--- src/rtl/fifo_read_streamer_if.sv ---
// Bundles the async-FIFO read port and the downstream valid/ready stream.
// master: the streamer's view (pops the FIFO, drives the stream).
// slave: the environment's view (FIFO read port plus the stream sink).
interface fifo_read_streamer_if #(
   parameter int DATA_WIDTH = 8
);
   logic                  empty;
   logic                  r_en;
   logic [DATA_WIDTH-1:0] fifo_data;
   logic                  m_valid;
   logic [DATA_WIDTH-1:0] m_data;
   logic                  m_last;
   logic                  m_ready;

   modport master (
      input  empty,
      output r_en,
      input  fifo_data,
      output m_valid,
      output m_data,
      output m_last,
      input  m_ready
   );

   modport slave (
      output empty,
      input  r_en,
      output fifo_data,
      input  m_valid,
      input  m_data,
      input  m_last,
      output m_ready
   );
endinterface

--- src/rtl/fifo_read_streamer.sv ---
// Pops an async FIFO's read port, absorbs its 1-cycle read latency and streams words with a packet-last marker.
// Latency: empty falls in T -> r_en in T -> m_valid in T+2; sustains one word per cycle.
// Backpressure: 3-entry skid buffer; pops stop once buffered + outstanding reaches 3, no comb path m_ready -> r_en.
//
// Ports:
//   rclk, rrst      read-domain clock, synchronous active-high reset
//   bus (master)    empty/r_en/fifo_data from the FIFO, m_valid/m_data/m_last/m_ready to the sink
//   level           words currently held in the skid buffer (0..3)
//   beats           total accepted beats, wraps modulo 2^CNT_WIDTH
module fifo_read_streamer #(
   parameter int DATA_WIDTH = 8,
   parameter int PKT_LEN    = 16,
   parameter int CNT_WIDTH  = 32
) (
   input  logic                 rclk,
   input  logic                 rrst,
   fifo_read_streamer_if.master bus,
   output logic [1:0]           level,
   output logic [CNT_WIDTH-1:0] beats
);

   localparam int BCW = (PKT_LEN > 1) ? $clog2(PKT_LEN) : 1;
   localparam logic [BCW-1:0] BEAT_LAST = BCW'(PKT_LEN - 1);

   logic [DATA_WIDTH-1:0] buf_mem [3];
   logic [1:0]            wi;
   logic [1:0]            ri;
   logic                  inflight;
   logic [BCW-1:0]        beat_cnt;
   logic [2:0]            occupancy;
   logic                  pop;
   logic                  valid_int;
   logic                  accept;

   // Indices run 0,1,2,0,... over the three buffer slots.
   function automatic logic [1:0] next_idx(input logic [1:0] idx);
      return (idx == 2'd2) ? 2'd0 : idx + 2'd1;
   endfunction

   // Reserve a slot for the word still in flight so a pop can never overrun
   // the buffer; this uses registered state only, keeping m_ready out of r_en.
   assign occupancy = {1'b0, level} + {2'b00, inflight};
   assign pop       = !rrst && !bus.empty && (occupancy < 3'd3);
   assign bus.r_en  = pop;

   assign valid_int   = (level != 2'd0);
   assign accept      = valid_int && bus.m_ready;
   assign bus.m_valid = valid_int;
   assign bus.m_data  = buf_mem[ri];
   assign bus.m_last  = valid_int && (beat_cnt == BEAT_LAST);

   always_ff @(posedge rclk) begin
      if (rrst) begin
         for (int k = 0; k < 3; k++) begin
            buf_mem[k] <= '0;
         end
         wi       <= 2'd0;
         ri       <= 2'd0;
         level    <= 2'd0;
         inflight <= 1'b0;
         beat_cnt <= '0;
         beats    <= '0;
      end else begin
         // fifo_data is only meaningful the cycle after a pop.
         inflight <= pop;
         if (inflight) begin
            buf_mem[wi] <= bus.fifo_data;
            wi          <= next_idx(wi);
         end
         if (accept) begin
            ri       <= next_idx(ri);
            beat_cnt <= (beat_cnt == BEAT_LAST) ? '0 : beat_cnt + 1'b1;
            beats    <= beats + 1'b1;
         end
         level <= level + {1'b0, inflight} - {1'b0, accept};
      end
   end

endmodule

--- src/flat_wrapper.sv ---
// flat-port wrapper written by rule: the top's interface ports become plain ports
module fifo_read_streamer_flat 
#(
   parameter int DATA_WIDTH = 8,
   parameter int PKT_LEN    = 16,
   parameter int CNT_WIDTH  = 32
)
  (rclk, rrst, level, beats, bus_empty, bus_r_en, bus_fifo_data, bus_m_valid, bus_m_data, bus_m_last, bus_m_ready);
  fifo_read_streamer_if #(.DATA_WIDTH(DATA_WIDTH)) bus_i ();
  input  logic rclk;
  input  logic rrst;
  output logic [1:0] level;
  output logic [CNT_WIDTH-1:0] beats;
  input wire logic [$bits(bus_i.empty)-1:0] bus_empty;
  output wire logic [$bits(bus_i.r_en)-1:0] bus_r_en;
  input wire logic [$bits(bus_i.fifo_data)-1:0] bus_fifo_data;
  output wire logic [$bits(bus_i.m_valid)-1:0] bus_m_valid;
  output wire logic [$bits(bus_i.m_data)-1:0] bus_m_data;
  output wire logic [$bits(bus_i.m_last)-1:0] bus_m_last;
  input wire logic [$bits(bus_i.m_ready)-1:0] bus_m_ready;
  assign bus_i.empty = bus_empty;
  assign bus_r_en = bus_i.r_en;
  assign bus_i.fifo_data = bus_fifo_data;
  assign bus_m_valid = bus_i.m_valid;
  assign bus_m_data = bus_i.m_data;
  assign bus_m_last = bus_i.m_last;
  assign bus_i.m_ready = bus_m_ready;
  fifo_read_streamer #(.DATA_WIDTH(DATA_WIDTH), .PKT_LEN(PKT_LEN), .CNT_WIDTH(CNT_WIDTH)) u_core (.rclk(rclk), .rrst(rrst), .bus(bus_i), .level(level), .beats(beats));
endmodule
--- config.mk ---
export PLATFORM = sky130hd
export DESIGN_NAME = fifo_read_streamer_flat
export DESIGN_NICKNAME = d
export VERILOG_FILES = /design/src/rtl/fifo_read_streamer_if.sv /design/src/rtl/fifo_read_streamer.sv /design/src/flat_wrapper.sv
export SDC_FILE = /design/constraint.sdc
export NUM_CORES = 1
export LEC_CHECK = 0
export ABC_AREA = 0
export BUFFER_PORTS_ARGS = -buffer_cell sky130_fd_sc_hd__buf_2
export CAP_MARGIN = 10
export CORE_MARGIN = 2
export CORE_UTILIZATION = 40
export CTS_CLUSTER_DIAMETER = 60
export DETAILED_ROUTE_END_ITERATION = 16
export GPL_TIMING_DRIVEN = 0
export HOLD_SLACK_MARGIN = 0.1
export PLACE_DENSITY = 0.73
export SETUP_SLACK_MARGIN = 0.4
export SLEW_MARGIN = 10
export SYNTH_ARGS = -nofsm -noshare
export SYNTH_HDL_FRONTEND = slang
export SYNTH_SLANG_ARGS = --single-unit
export TNS_END_PERCENT = 30
--- constraint.sdc ---
create_clock -name rclk -period 1.7 [get_ports rclk]
set_input_delay 0.085 -clock rclk [delete_from_list [all_inputs] [get_ports rclk]]
set_output_delay 0.085 -clock rclk [all_outputs]
set_load 0.05 [all_outputs]
-- Yosys cells after proc, flatten, opt, wreduce, memory -nomap -nowiden
Memories as Yosys holds them, arrays and structs flattened. A register that Yosys moved wholly into a read port is not among the register bits.
Index checks and enable logic that the tools add are counted.
- flip-flop bits (word level): 43
- RAM bits: 24
- input port bits: 12
- output and inout bits: 45
- memories kept: 1
- add/sub/neg operators: 7
- magnitude comparators: 1
- equal/unequal tests: 3
- muxes and demuxes: 13
- reduce and logical (&&, ||, !) cells: 8
- memories (name ; words ; bits a word ; rd ports ; clocked after memory_dff ; wr ports ; line ; text):
    u_core.buf_mem ; 3 ; 8 ; 1 ; 1 ; 3 ; fifo_read_streamer.sv:25 ; logic [DATA_WIDTH-1:0] buf_mem [3];
- operators by type and width (operator ; count):
    adder 32 x 1 -> 32 bit, second input constant ; 1
    2-to-1 mux 2 bit ; 5
    2-to-1 mux 8 bit ; 1
    OR reduction 8 bit ; 1
    2-to-1 mux 1 bit ; 6
    adder 2 x 1 -> 2 bit, second input constant ; 2
    adder 4 x 1 -> 4 bit, second input constant ; 1
    == test 2 bit, second input constant ; 2
    == test 4 bit, second input constant ; 1
    logical AND 1 bit ; 4
    2-to-1 mux 4 bit ; 1
    adder 2 x 1 -> 3 bit ; 1
    less-than comparator 3 x 2 -> 1 bit, second input constant ; 1
    adder 2 x 1 -> 2 bit ; 1
    zero test 1 bit ; 2
    nonzero test 2 bit ; 1
    subtractor 2 x 1 -> 2 bit ; 1

-- Depth between registers and ports, before layout
- word-level depth: 5
- mapped depth: 6

-- Worst setup path after synthesis
OpenSTA, ideal clock, no wires.
- path kind: register -> output
- start: register u_core.level[0]
- end: output bus_r_en
- arrival time: 3683 ps
- required time: 1615 ps
- slack: -2068 ps
- stages on the path, launching flop included: 4
- cell sequence: dfxtp_1 -> ha_1 -> ha_1 -> a2111oi_0
- longest elaborated chain between the ends: 3
- ends and longest elaborated chain (element ; line ; text):
    start, declared ; fifo_read_streamer.sv:18 ; output logic [1:0] level,
    start signal, assigned ; fifo_read_streamer.sv:75 ; level <= level + {1'b0, inflight} - {1'b0, accept};
    adder 2 x 1 -> 3 bit ; fifo_read_streamer.sv:42 ; assign occupancy = {1'b0, level} + {2'b00, inflight};
    less-than comparator 3 x 2 -> 1 bit ; fifo_read_streamer.sv:43 ; assign pop = !rrst && !bus.empty && (occupancy < 3'd3);
    logical AND 1 bit ; fifo_read_streamer.sv:43 ;
    end, declared ; flat_wrapper.sv:15 ; output wire logic [$bits(bus_i.r_en)-1:0] bus_r_en;
Every way passes these cells.

-- Final worst setup path
- start: register u_core.beats[4]
- end: register u_core.beats[19]
- longest elaborated chain between the ends: 1
- ends and longest elaborated chain (element ; line ; text):
    start, declared ; fifo_read_streamer.sv:19 ; output logic [CNT_WIDTH-1:0] beats
    start signal, assigned ; fifo_read_streamer.sv:73 ; beats <= beats + 1'b1;
    adder 32 x 1 -> 32 bit ; fifo_read_streamer.sv:73 ;
Every way passes these cells.
A chain may end at the register's enable or synchronous reset.

==> flow_summary_export.csv <==
group,metric,value,unit
outcome,status,"finished, violations left",
outcome,violations,"negative setup slack",
worst_setup_path,reg2reg_slack,-0.03,ns
floorplan,die_width,96.3,microns
synthesis,number_of_instances_in_the_synthesized_netlist,310,
routing,wire_length_per_cell,15.9,microns
worst_setup_path,crit_path_launch_type,"register",
global_routing,grt_overflow_total,0,
routing,remaining_drc_errors,0,
timing,max_clock_freq,0.578,GHz
worst_setup_path,data_arrival_time_of_the_critical_path,2.00,ns
worst_setup_path,reg2regPathDepth,5,
synthesis,yosysMostFrequentCell,"dfxtp_1",
pwr,netSwitchingFraction,25.4,%
routing,ant_nets,0,
routing,wl_met2,4.18,mm
global_routing,grt_pass1_vias,2690,
worst_setup_path,timing.critical_path.cells,"and4_1 > buf_6 > nand4_1 > or4_1 > a21oi_2",
cells_and_area,insertedDiodeCount,0,
timing,final_hold_vio_count,0,
cts,cts_root_cell,"clkbuf_8",
timing,fin_skew,0.00846,ns
cts,cts.clk_slew.worst_paths,0.08,ns
routing,met1Wirelength,3.54,mm
timing,final.setup.tns,-0.0556,ns
routing,finalWirelength,8.24,mm
synthesis,syn_avg_cell_area,11.0,sq um
placed_design,placement.io_buffers,56,
cells_and_area,layout.filler_cells,697,
pwr,psw,0.941,mW
timing,unrepaired_setup_endpoints_after_global_routing,"true",
pwr,share_of_power_burned_in_combinational_logic,10.1,%
synthesis,cells_taking_the_most_area_after_synthesis,"edfxtp_1 28%, dfxtp_1 26%, mux4_2 5.3%, a21oi_1 4.1%, and2_1 3.3%",
synthesis,synth.distinct_cells,38,
worst_setup_path,cp-startpoint,"u_core.beats[4]$_SDFFE_PP0P_",
routing,first_pass_iters,4,
floorplan,floorplan.initialDensity,41.3,%
synthesis,synthTopCellsByCount,"45 x dfxtp_1, 32 x edfxtp_1, 28 x a21oi_1",
synthesis,synth.yosys.seq_area_share,54.6,%
placed_design,hpwlAfterDp,5.32,mm
timing,finalMaxSlewViolations,0,
synthesis,postSynthRegisterBits,77,
synthesis,post-synth-top-area-cell,"edfxtp_1",
floorplan,rows,33,
worst_setup_path,criticalPathCategory,"register to register",
pwr,power_per_cell_area,777,nW/um^2
pwr,sequential_share_of_power,52.5,%
cts,insertion_delay,0.35,ns
placed_design,place.gp.congestion,0.818,
worst_setup_path,worst_setup_path_end_kind,"register",
routing,drtIter0Drc,108,
floorplan,dieArea,9270,sq um
global_routing,pin_count_of_the_biggest_net_entering_global_routing,15,
pwr,irDropWorstVdd,0.537,mV
worst_setup_path,reg2reg_to,"u_core.beats[19]$_SDFFE_PP0P_",
cts,clock_path_buffers,2,
timing,worst_pin_slew,0.647,ns
timing,timing.slew.headroom,56.8,%
synthesis,synth-async-reset-ratio,0,%
worst_setup_path,critical_path.endpoint,"u_core.beats[19]$_SDFFE_PP0P_",
floorplan,floorplan.io_pins,57,
global_routing,antenna_found_initial,0,
synthesis,netlist_area,3410,sq um
timing,post-route-period-util,102,%
worst_setup_path,crit_path_top_delay_cell,"or4_1",
cts,htreeDepth,3,
synthesis,synthesis.nets,327,
timing,final_ws_setup,-0.0288,ns
worst_setup_path,critical-path-max-stage-delay,0.60,ns
routing,topRoutingLayerUsed,"met4",
synthesis,synthFlopType,"dfxtp_1",
worst_setup_path,critPathRequiredTime,1.98,ns
job,drv.max_cap_violation_count,0,
floorplan,chipHeight,96.3,microns
routing,route.vias.total,2792,
cells_and_area,area.growth.synth_to_final,40.2,%
global_routing,grt_pass1_wl,13.1,mm
pwr,fin_total_pwr,3.71,mW
cts,cts_sinks,77,
placed_design,place_ws,-0.406,ns
timing,post-route-min-period,1.73,ns
routing,vias_per_cell,5.40,
cts,numCtsBuffers,9,
pwr,internal_portion_of_total_power,2.77,mW
synthesis,synth_top_cell_area_share,28.2,%
synthesis,yosys_warnings,0,
pwr,p_clk_share,37.4,%
timing,hold_slack,0.173,ns
cts,cts_tree,"done",
worst_setup_path,r2r_start,"u_core.beats[4]$_SDFFE_PP0P_",
timing,setup_viol_count_final,4,
global_routing,track_usage,18.7,%
pwr,p_leak,1.80,nW
cells_and_area,final_nets,424,
cells_and_area,share_of_layout_cells_above_drive_strength_1,44.2,%
synthesis,synth-edff-count,32,
worst_setup_path,crit_path_max_fanout,7,
routing,wl_met3,448,microns
floorplan,fp.coreArea,8260,sq um
hold_path,holdCritPathClass,"input pin to register",
[placed cells by master, fill, tap and decap left out, types with 7 or more instances in the layout]
cell | Yosys | routed
and2_1 | 18 | 18
nand3_1 | 12 | 12
mux4_2 | 8 | 8
buf_8 | 0 | 11
nor2_1 | 19 | 17
buf_4 | 2 | 16
or4_1 | 11 | 7
dfxtp_1 | 45 | 12
clkbuf_8 | 0 | 11
dfxtp_2 | 0 | 7
buf_6 | 1 | 9
dlygate4sd3_1 | 0 | 10
edfxtp_1 | 32 | 32
o31ai_1 | 11 | 10
nand2_1 | 19 | 16
dfxtp_4 | 0 | 26
and3_1 | 11 | 10
a21oi_2 | 0 | 8
xor2_1 | 10 | 10
nand4_1 | 14 | 14
o21ai_0 | 11 | 10
buf_2 | 0 | 46
a21oi_1 | 28 | 20
or3_1 | 10 | 8
[how the worst min path moves through the flow]
| stage | from | end | slack (ns) | cells past startpoint |
|---|---|---|---|---|
| finish | bus_m_ready | u_core.beats[1]$_SDFFE_PP0P_ | 0.17 | 4 |
| global route | bus_m_ready | u_core.beats[1]$_SDFFE_PP0P_ | 0.19 | 4 |
| CTS | bus_m_ready | u_core.beats[1]$_SDFFE_PP0P_ | 0.16 | 4 |
| detailed placement | bus_fifo_data[7] | u_core.buf_mem[3][7]$_DFFE_PP_ | 0.30 | 1 |
| global placement | bus_fifo_data[0] | u_core.buf_mem[3][0]$_DFFE_PP_ | 0.30 | 1 |
| floorplan | bus_empty | u_core.inflight$_SDFF_PP0_ | 0.17 | 1 |
[metal layers]
| metal | global-route usage, % | up-vias |
|---|---|---|
| met2 | 30.2 | 73 |
| met4 | 5.63 | 0 |
| met3 | 5.87 | 7 |
| met1 | 24.0 | 1345 |
| li1 | - | 1367 |
| met5 | 0 | - |
[critical path, delay by kind of cell (launching register included)]
family	cells	cell delay [ns]
simple gates	3	1.01
flops	1	0.38
buf+inv	1	0.13
compound gates	1	0.13
[sequential cells by signal (all words and copies together), names as in the netlist, named ones only]
signal / cells
u_core.beat_cnt: 4
u_core.beats: 32
u_core.buf_mem: 32
u_core.inflight: 1
u_core.level: 2
u_core.ri: 2
u_core.wi: 2
[metrics by stage]
step / area (sq um) / util (%) / std cells
floorplan: 3580 / - / 310
global placement: 4000 / 48.4 / 471
detailed placement: 4000 / 48.4 / 471
CTS: 4570 / 55.3 / 504
global route: 4780 / 57.8 / 517
finish: 4780 / 57.8 / 517
[power by group through the flow]
stage / combinational (mW) / sequential [mW] / clock [mW]
detailed placement: 0.276 / 1.99 / 0
global placement: 0.269 / 1.99 / 0
floorplan: 0.188 / 2.00 / 0
finish: 0.374 / 1.95 / 1.39
global route: 0.399 / 1.95 / 1.51
CTS: 0.366 / 1.95 / 1.41
[cell families after synthesis]
family / after synthesis / synth area share (%)
buf+inv: 17 / 2.31
mux: 11 / 6.20
xor+xnor: 13 / 3.34
flops: 77 / 54.6
fa+ha+maj: 5 / 1.84
simple gates: 130 / 21.8
compound gates: 57 / 9.88
[final cells by class]
cell class              count  area (sq um)  area share [%]
multi-input cells         216          1660            34.8
inverters                   2          7.51           0.157
well taps                 105           131            2.75
clock inverters             7          73.8            1.55
repair buffers             86           668            14.0
flip-flops and latches     77          1970            41.2
plain buffers              15           140            2.93
clock buffers               9           124            2.59
[what timing repair did]
item                       in CTS  in global routing
pin swaps                      41                 37
setup endpoints to repair      93                 87
setup buffers                   7                 13
hold endpoints to repair       33                  0
resized for setup              65                 29
hold buffers                   10                  0
Note: power is estimated with default switching activity, not from simulation.
